<file path="src/rtl/instr_fetch_queue.sv">
// Prefetching fetch stage: issues ROM reads and buffers {instr, pc} pairs for decode via valid/ready.
// Optional FETCH_STATS_EN adds saturating flush_count / fetch_count outputs.
//
// state | meaning
// BOOT  | single idle cycle after reset, no ROM request
// FETCH | request while count + inflight < DEPTH and no redirect
module instr_fetch_queue #(
    parameter int          DEPTH    = 4,
    parameter int          ADDR_W   = 8,
    parameter logic [31:0] RESET_PC = 32'h0
) (
    input  logic                    clk,
    input  logic                    rst,
    output logic                    rom_en,
    output logic [ADDR_W-1:0]       rom_addr,
    input  logic [31:0]             rom_data,
    input  logic                    redirect,
    input  logic [31:0]             redirect_pc,
    output logic [31:0]             instr,
    output logic [31:0]             instr_pc,
    output logic                    instr_valid,
    input  logic                    instr_ready,
    output logic [$clog2(DEPTH):0]  count
`ifdef FETCH_STATS_EN
    ,
    output logic [15:0]             flush_count,
    output logic [15:0]             fetch_count
`endif
);

    localparam int PTR_W = $clog2(DEPTH);
    localparam int CNT_W = PTR_W + 1;

    typedef enum logic {BOOT, FETCH} state_t;

    state_t            state_q, state_d;
    logic [31:0]       fetch_pc_q, fetch_pc_d;
    logic              inflight_q, inflight_d;
    logic [31:0]       inflight_pc_q, inflight_pc_d;
    logic [31:0]       data_q [DEPTH];
    logic [31:0]       data_d [DEPTH];
    logic [31:0]       pc_q [DEPTH];
    logic [31:0]       pc_d [DEPTH];
    logic [PTR_W-1:0]  wptr_q, wptr_d;
    logic [PTR_W-1:0]  rptr_q, rptr_d;
    logic [CNT_W-1:0]  count_q, count_d;
    logic              push;
    logic              pop;

    // Counting the in-flight response reserves its slot, so a push never finds the FIFO full.
    assign rom_en      = (state_q == FETCH) && !redirect &&
                         ((count_q + CNT_W'(inflight_q)) < CNT_W'(DEPTH));
    assign rom_addr    = fetch_pc_q[ADDR_W-1:0];
    assign instr_valid = (count_q != '0);
    assign push        = inflight_q && !redirect;
    assign pop         = instr_valid && instr_ready && !redirect;
    assign instr       = data_q[rptr_q];
    assign instr_pc    = pc_q[rptr_q];
    assign count       = count_q;

    always_comb begin
        state_d       = FETCH;
        fetch_pc_d    = fetch_pc_q;
        inflight_d    = 1'b0;
        inflight_pc_d = inflight_pc_q;
        data_d        = data_q;
        pc_d          = pc_q;
        wptr_d        = wptr_q;
        rptr_d        = rptr_q;
        count_d       = count_q;
        if (redirect) begin
            fetch_pc_d = redirect_pc & ~32'h3;
            wptr_d     = '0;
            rptr_d     = '0;
            count_d    = '0;
        end else begin
            if (rom_en) begin
                fetch_pc_d    = fetch_pc_q + 32'd4;
                inflight_d    = 1'b1;
                inflight_pc_d = fetch_pc_q;
            end
            if (push) begin
                data_d[wptr_q] = rom_data;
                pc_d[wptr_q]   = inflight_pc_q;
                wptr_d         = wptr_q + PTR_W'(1);
            end
            if (pop) begin
                rptr_d = rptr_q + PTR_W'(1);
            end
            case ({push, pop})
                2'b10:   count_d = count_q + CNT_W'(1);
                2'b01:   count_d = count_q - CNT_W'(1);
                default: count_d = count_q;
            endcase
        end
    end

    always_ff @(posedge clk) begin
        if (rst) begin
            state_q       <= BOOT;
            fetch_pc_q    <= RESET_PC;
            inflight_q    <= 1'b0;
            inflight_pc_q <= '0;
            wptr_q        <= '0;
            rptr_q        <= '0;
            count_q       <= '0;
            for (int i = 0; i < DEPTH; i++) begin
                data_q[i] <= '0;
                pc_q[i]   <= '0;
            end
        end else begin
            state_q       <= state_d;
            fetch_pc_q    <= fetch_pc_d;
            inflight_q    <= inflight_d;
            inflight_pc_q <= inflight_pc_d;
            wptr_q        <= wptr_d;
            rptr_q        <= rptr_d;
            count_q       <= count_d;
            data_q        <= data_d;
            pc_q          <= pc_d;
        end
    end

`ifdef FETCH_STATS_EN
    logic [15:0] flush_count_q, flush_count_d;
    logic [15:0] fetch_count_q, fetch_count_d;

    always_comb begin
        flush_count_d = flush_count_q;
        fetch_count_d = fetch_count_q;
        if (redirect && (flush_count_q != 16'hFFFF)) begin
            flush_count_d = flush_count_q + 16'd1;
        end
        if (push && (fetch_count_q != 16'hFFFF)) begin
            fetch_count_d = fetch_count_q + 16'd1;
        end
    end

    always_ff @(posedge clk) begin
        if (rst) begin
            flush_count_q <= '0;
            fetch_count_q <= '0;
        end else begin
            flush_count_q <= flush_count_d;
            fetch_count_q <= fetch_count_d;
        end
    end

    assign flush_count = flush_count_q;
    assign fetch_count = fetch_count_q;
`endif

endmodule

</file>
<file path="config.mk">
export PLATFORM = sky130hd
export DESIGN_NAME = instr_fetch_queue
export DESIGN_NICKNAME = d
export VERILOG_FILES = /design/src/rtl/instr_fetch_queue.sv
export SDC_FILE = /design/constraint.sdc
export NUM_CORES = 1
export LEC_CHECK = 0
export BUFFER_PORTS_ARGS = -buffer_cell sky130_fd_sc_hd__buf_4
export CAP_MARGIN = 25
export CORE_MARGIN = 5
export CORE_UTILIZATION = 56
export DETAILED_ROUTE_END_ITERATION = 12
export PLACE_DENSITY = 0.77
export SLEW_MARGIN = 5
export SYNTH_ARGS = -nofsm -noshare
export SYNTH_HDL_FRONTEND = slang
export SYNTH_SLANG_ARGS = --single-unit
export TNS_END_PERCENT = 10
</file>
<file path="constraint.sdc">
create_clock -name clk -period 3.35 [get_ports clk]
set_input_delay 0.8375 -clock clk [delete_from_list [all_inputs] [get_ports clk]]
set_output_delay 0.8375 -clock clk [all_outputs]
set_load 0.02 [all_outputs]
</file>
[Word level (Yosys, flattened, before mapping)]
Index checks and enable logic that the tools add are counted.
Operators by class
  $add $sub $neg: 6
  $lt $le $gt $ge: 4
  equality and inequality tests: 2
  multiplexer cells: 15
  bitwise gates (word level): 3
  reductions and logical operators: 13
Operator list (count)
  $bwmux 128: 2
  $mux 32: 7
  $bmux 32 s2: 2
  $demux 32 s2: 1
  $add 32x3->32 const B: 1
  $ge 3x3->1 const B: 2
  $logic_and 1x1->1: 6
  $not 2->3: 2
  $pmux 3 s2: 1
  $add 2x1->2 const B: 2
  $reduce_and 2->1: 2
  $reduce_bool 2->1: 2
  $add 3x1->3: 1
  $add 3x1->3 const B: 1
  $lt 3x1->1 const B: 1
  $lt 3x3->1 const B: 1
  $reduce_bool 3->1: 1
  $sub 3x1->3 const B: 1
  $eq 2x1->1 const B: 1
  $eq 2x2->1 const B: 1
  $mux 1: 2
  $reduce_or 2->1: 1
  $logic_not 1->1: 1
  $not 1->1: 1
Storage, ports and cells
  bits in registers: 329
  bits of input ports: 68
  output and inout bits: 77
  logic and storage cells: 59

[Logic depth before layout (Yosys ltp)]
Gate-level depths: netlist of run 1.
  depth in word-level cells: 6
  mapped depth: 10
  gate-level depth less buffers: 8

[Worst setup path after synthesis of run 1]
OpenSTA, ideal clock, no wires.
  path type: input -> output
  start point: input port redirect
  end point: output port rom_en
  arrival: 1860 ps
  data required time: 2513 ps
  path slack: 652 ps
  stages on the path: 6
  path buffers: 3
  cell sequence: clkbuf_1 nor2b_1 o21ai_1 inv_2 buf_2 clkbuf_1
Between the ends
  longest elaborated chain between the ends: 3
Ends and longest elaborated chain
  start: declaration: line 17  | input logic redirect,
  $logic_not 1->1: line 51  | assign rom_en = (state_q == FETCH) && !redirect &&
  $logic_and 1x1->1 (2 in a row): line 51
  end: declaration: line 14  | output logic rom_en,
Every way passes these cells.

[Worst setup path after layout of run 1]
  start point: register rptr_q[1]
  end point: output port instr[2]
Between the ends
  longest elaborated chain between the ends: 4
Ends and longest elaborated chain
  start: declaration: line 45  | logic [PTR_W-1:0] rptr_q, rptr_d;
  start signal: assignment: line 117  | rptr_q <= rptr_d;
  $not 2->3 (implied by the code): line 57  | assign instr = data_q[rptr_q];
  $bmux 32 s2: line 57
  $mux 32 (implied by the code) (2 in a row): line 57
  end: declaration: line 19  | output logic [31:0] instr,
Every way passes these cells. The select of a mux whose other input is x is not followed.

==> metrics.cfg, run 1 <==
[place]
place.port_buffers = 138
dp_hpwl_mm = 21.51
gp_congestion = 0.8425
dp_cells = 1930
placed_cell_area_sq_um = 14530

[synthesis]
muxShareOfSynthArea_pct = 10.93
ys.flop_type = dfxtp_1
ys_warn_count = 0
synth-compound-area-share_pct = 13.68
synthXorXnorAreaFrac_pct = 1.125
synth-seq-area-share_pct = 47.93
ys_seq_elements = 317
avgSynthCellArea_sq_um = 8.416
synthAdderAreaFrac_pct = 0.7183
synth_edf_count = 0
synth_top_family_by_area = simple AND/OR/NAND/NOR gates
ys_types = 58
synth_simple_gate_area_share_pct = 21.11
syn_area_sq_um = 13240
synthArstFlopShare_pct = 0
synthCells = 1573

[worst_setup_path]
cp_max_fo = 13
path_class = register to output port
cp_slowest_cell = mux4_2
critPathBufInv = 2
start_kind = register
arrival_ps = 2120
cp_common_cell = buf_4
crit_chain = buf_4 -> mux4_2 -> buf_4
endpoint_kind = output port
crit_family = multiplexers
cp.required_ps = 2510
slowest_delay_ps = 560

[timing]
min_period_ps = 2953
drv_slew = 0
post-route-period-util_pct = 88.14
finalSetupTns_ps = 0
setup_viol = 0
clock_skew_ps = 10.07
slew_headroom_pct = 52.90
fmax_ghz = 0.3387
worstMarginPinSlew_ps = 700.1
grt_setup_unrepaired = no
final-hold-violation-count = 0

[floorplanning]
start_util_pct = 56.57
row_count = 56
dieWidth_um = 163.8
dieArea_sq_um = 26820
coreArea_sq_um = 23400
pin_count = 145
fp.dieH_um = 163.8

[layout]
final_layout_size_suffix_gt1_share_pct = 18.05
fin_area_sq_um = 15530
fillers = 1953
area_delta_synth_final_pct = 17.29
nNetsFinal = 1720
final_cell_mix = nand2_1 (582), dfxtp_1 (315), a21oi_1 (292)
final_common_cell = nand2_1
multiInputGateArea_sq_um = 6331
antennaDiodeCount = 0
fin_cells = 1987
seq_area_sq_um = 6354

[power]
clockPowerShare_pct = 44.2
p_per_area_nw_per_um2 = 488.4
ir_drop_v = 0.0004010
switchingPower_mw = 1.692
switching_share_pct = 22.31
p_comb_share_pct = 4.7
power.internal_mw = 5.893
seqPwrFrac_pct = 51.1
total_leakage_power_nw = 5.271

[global_route]
antenna_found_initial = 0
grt_pass1_vias = 11110
grt_overflow = 0
track_usage_pct = 25.78
grt_max_degree = 100
grt_pass1_wl_mm = 56.64

[clock_tree]
ctsHoldBuffers = 0
cts-root-buf = clkbuf_16
cts_resized = 0
htree_levels = 1
clock_path_buffers = 3
tritoncts = done
post_cts_buffers = 0
cts_sinks = 317
cts.clk_slew.worst_paths_ps = 60
cts_buffers = 31
clkLatencyLatePin_ps = 540

[drt]
drt-initial-drc-count = 1053
drc = 0
routed_via_density = 5.706
wl_per_cell_um = 17.56
dr.pass1.iters = 5
drt-total-wl_mm = 34.90
ant_nets = 0
vias = 11340

[flow_run]
maxCapViolCount = 0

[run_status]
status = completed

[min_path]
hp-class = register to register

==> worst paths after layout <==
path / from / end / slack, ps / cells after the start
setup / recovery: rptr_q[1] / instr[2] / 400 / 3
hold / removal: data_q[110] / data_q[110] / 450 / 2
setup reg to reg: count[1] / fetch_pc_q[22] / 1070 / 6
hold reg to reg: data_q[110] / data_q[110] / 450 / 2
==> layer usage <==
| layer | part of all wire, % | GRT usage (%) | vias to the layer above |
|---|---|---|---|
| li1 | - | - | 5459 |
| met5 | 0 | 0 | - |
| met4 | 1.9 | 6.786 | 0 |
| met2 | 51 | 45.94 | 352 |
| met3 | 6.2 | 3.764 | 52 |
| met1 | 41 | 32.91 | 5474 |
==> cell families after synthesis <==
logic type / count (synthesis)
muxes: 67
and+or+nand+nor: 682
other: 1
xor gates and xnor gates: 17
buffers and inverters: 143
adders and majority gates: 7
DFF: 317
AOI/OAI and AO/OA: 339
==> cell usage after synthesis (2+ instances only) <==
library cell | number | share of area, %
buf_1 | 7 | 0.20
and2_1 | 7 | 0.33
nand3_1 | 11 | 0.42
o21ai_1 | 2 | 0.076
and4_1 | 4 | 0.26
xnor2_1 | 11 | 0.73
nand4_1 | 12 | 0.57
a311oi_1 | 3 | 0.20
buf_4 | 11 | 0.62
o21ai_0 | 6 | 0.23
mux4_2 | 62 | 11
nor4_1 | 8 | 0.38
o211ai_1 | 8 | 0.45
a21oi_1 | 292 | 11
xor2_1 | 6 | 0.40
and3_1 | 5 | 0.24
inv_1 | 11 | 0.31
mux2i_1 | 4 | 0.30
a211oi_1 | 6 | 0.34
nor2b_1 | 4 | 0.19
nand2_1 | 586 | 17
a2bb2oi_1 | 2 | 0.13
nor2_1 | 25 | 0.71
clkbuf_1 | 101 | 2.9
or3_1 | 6 | 0.28
o2111ai_1 | 2 | 0.13
ha_1 | 6 | 0.57
nand4b_1 | 2 | 0.13
dfxtp_1 | 317 | 48
nor3_1 | 2 | 0.076
a31oi_1 | 7 | 0.33
buf_2 | 11 | 0.42
==> worst reg2reg max path, cell delays in order, from the launching register on <==
cell and delay, ps:
dfxtp_1 350, a31oi_1 510, o21ai_1 360, buf_4 270, nor4_1 370, xnor2_1 110, a211oi_1 220
==> area by class of cell <==
cell class	instances	area share (%)
clock buffer	43	5.801
clock inverter	13	0.5962
inverter	13	0.3142
multi-input combinational	1116	40.77
sequential	317	40.92
tap	319	2.570
timing repair buffer	166	9.032
==> metrics by stage <==
| step | setup slack, ps | hold slack (ps) | total power [mW] | util (%) |
|---|---|---|---|---|
| 2_1_floorplan | 652.4 | 433.1 | 4.148 | - |
| 3_3_place_gp | 646.5 | 438.6 | 4.300 | 62.08 |
| 3_5_place_dp | 608.8 | 443.8 | 4.308 | 62.08 |
| 4_1_cts | 369.0 | 452.4 | 7.632 | 66.32 |
| 5_1_grt | 319.1 | 468.4 | 7.842 | 66.35 |
| 6_report | 397.3 | 452.6 | 7.584 | 66.35 |
==> state kept, by name (all words and copies together) (netlist names) <==
name           count
inflight_pc_q     30
state_q            1
data_q           128
pc_q             120
count              3
wptr_q             2
rptr_q             2
fetch_pc_q        30
inflight_q         1
==> power groups by stage <==
stage | logic (mW) | clock network (mW) | registers [mW]
after floorplan | 0.211 | 0 | 3.94
after global placement | 0.345 | 0 | 3.96
after detailed placement | 0.349 | 0 | 3.96
after CTS | 0.351 | 3.41 | 3.87
after global routing | 0.383 | 3.58 | 3.88
final | 0.353 | 3.35 | 3.88
Power figures use the tool's default switching activity.
==> inputs of run 2 (changes only) <==
Settings changed: PLACE_DENSITY 0.77 to 0.79.
==> run 2 against run 1 <==
  * Fmax down 2.2%
  * Clock skew up 3.0 ps
  * Final area up 0.19%
  * Highest routed layer unchanged
  * Largest cell class unchanged
  * Routed wire length down 1.0%
  * Combinational power about the same
  * Clock power up 8.4%
  * Global-route usage down 0.25 points
  * First-iteration DRC count down 18%
  * Total power up 3.5%
==> metrics.cfg, run 2 (synthesis gave the netlist of run 1 again) <==
[global_route]
track_usage_pct = 25.53  ; -0.25 points
antenna_found_initial = 0  ; unchanged
grt_max_degree = 129  ; +29%
grt_overflow = 0  ; unchanged
grt_pass1_wl_mm = 56.12  ; -0.93%
grt_pass1_vias = 11250  ; +1.3%

[floorplanning]
dieWidth_um = 163.8  ; unchanged
coreArea_sq_um = 23400  ; unchanged
fp.dieH_um = 163.8  ; unchanged
start_util_pct = 56.57  ; unchanged
dieArea_sq_um = 26820  ; unchanged
pin_count = 145  ; unchanged
row_count = 56  ; unchanged

[layout]
final_layout_size_suffix_gt1_share_pct = 17.66  ; -0.39 points
post-route-util_pct = 66.48  ; +0.12 points
largest_register = data_q
area_delta_synth_final_pct = 17.51
largest_reg_flops = 128  ; unchanged
antennaDiodeCount = 0  ; unchanged
reg.largest.list = data_q (128), pc_q (120)
final_cell_mix = nand2_1 (582), dfxtp_1 (315), a21oi_1 (292)
nNetsFinal = 1718  ; -0.12%
final_common_cell = nand2_1

[power]
ir_drop_v = 0.0003081  ; -23%
total_leakage_power_nw = 5.268  ; about the same
p_per_area_nw_per_um2 = 504.7  ; +3.3%

[clock_tree]
cts_buffers = 34  ; +9.7%
clock_path_buffers = 3  ; unchanged
ctsHoldBuffers = 0  ; unchanged
cts.clk_slew.worst_paths_ps = 60  ; about the same
cts-root-buf = clkbuf_16
cts_resized = 0  ; unchanged
tritoncts = done
htree_levels = 2  ; +1
clkLatencyLatePin_ps = 500  ; -40 ps
cts_sinks = 317  ; unchanged
post_cts_buffers = 0  ; unchanged

[timing]
drv_slew = 0  ; unchanged
worstMarginPinSlew_ps = 688.4  ; -11.68 ps
clock_skew_ps = 13.02  ; +2.954 ps
min_period_ps = 3020  ; +67.54 ps
post-route-period-util_pct = 90.16  ; +2.0 points
grt_setup_unrepaired = no
fmax_ghz = 0.3311  ; -2.2%
timing.hold.ws_ps = 451.4  ; -1.248 ps
final-hold-violation-count = 0  ; unchanged
slew_headroom_pct = 53.68  ; +0.79 points
finalSetupTns_ps = 0  ; unchanged
setup_viol = 0  ; unchanged

[drt]
drc = 0  ; unchanged
wl_per_cell_um = 17.41  ; -0.87%
drt-initial-drc-count = 863  ; -18%
dr.pass1.iters = 5  ; unchanged
drt-total-wl_mm = 34.55  ; -1.0%
routed_via_density = 5.744  ; +0.67%
vias = 11400  ; +0.52%
ant_nets = 0  ; unchanged

[worst_setup_path]
cp_slowest_cell = dfxtp_4
crit_family = flip-flops
reg2reg_from = count[1]
critPathBufInv = 2  ; unchanged
endpoint_kind = output port
cp.required_ps = 2510  ; about the same
crit_chain = buf_12 -> mux4_2 -> buf_4
critPathLaunch = rptr_q[1]
path_class = register to output port
start_kind = register
slowest_delay_ps = 630  ; +70 ps
arrival_ps = 2180  ; +60 ps
cp_max_fo = 29  ; +16

[min_path]
hold_start = pc_q[31]
hp-class = register to register

[place]
place.port_buffers = 138  ; unchanged
dp_hpwl_mm = 20.88  ; -2.9%
gp_congestion = 0.8778  ; +4.2%

[flow_run]
maxCapViolCount = 0  ; unchanged

[run_status]
status = completed

==> run 2: metal layers <==
metal	global-route usage (%)	part of all wire, %	vias to the layer above
li1	-	-	5453
met1	32.67	40	5424
met2	44.34	50	457
met3	4.492	7.6	62
met4	7.701	2.0	0
met5	0	0	-
==> run 2: metrics by stage <==
step           setup WS, ps  instance area [sq um]  cells  total power, mW
2_1_floorplan         652.4                  13250   1576            4.148
3_3_place_gp          712.1                  14470   1925            4.296
3_5_place_dp          680.3                  14470   1925            4.301
4_1_cts               297.3                  15550   1983            7.898
5_1_grt               261.0                  15560   1984            8.111
6_report              329.7                  15560   1984            7.852
==> run 2: path summary, 6_finish.rpt <==
| kind | to | slack [ps] | cells past startpoint |
|---|---|---|---|
| max | instr[1] | 330 | 3 |
| max reg2reg | fetch_pc_q[25] | 1100 | 7 |
| min reg2reg | pc_q[31] | 450 | 2 |
| min | pc_q[31] | 450 | 2 |
==> run 2: area by class of cell <==
| class | count | area, sq um |
|---|---|---|
| Sequential cell | 317 | 6354 |
| Timing Repair Buffer | 161 | 1340 |
| Tap cell | 319 | 399.1 |
| Inverter | 13 | 48.80 |
| Fill cell | 1885 | 7845 |
| Clock inverter | 7 | 68.82 |
| Clock buffer | 51 | 1016 |
| Multi-Input combinational cell | 1116 | 6331 |
==> run 2: tightest hold or removal path, stage by stage (launching register included) <==
cell	delay, ps
dfxtp_1	300
nand2_1	50
a21oi_1	50
==> run 2: power by group <==
part | internal [mW] | total [mW] | leakage, nW | switching, mW
logic | 0.138 | 0.350 | 2.18 | 0.212
clock network | 2.17 | 3.63 | 0.529 | 1.46
registers | 3.81 | 3.88 | 2.56 | 0.0611
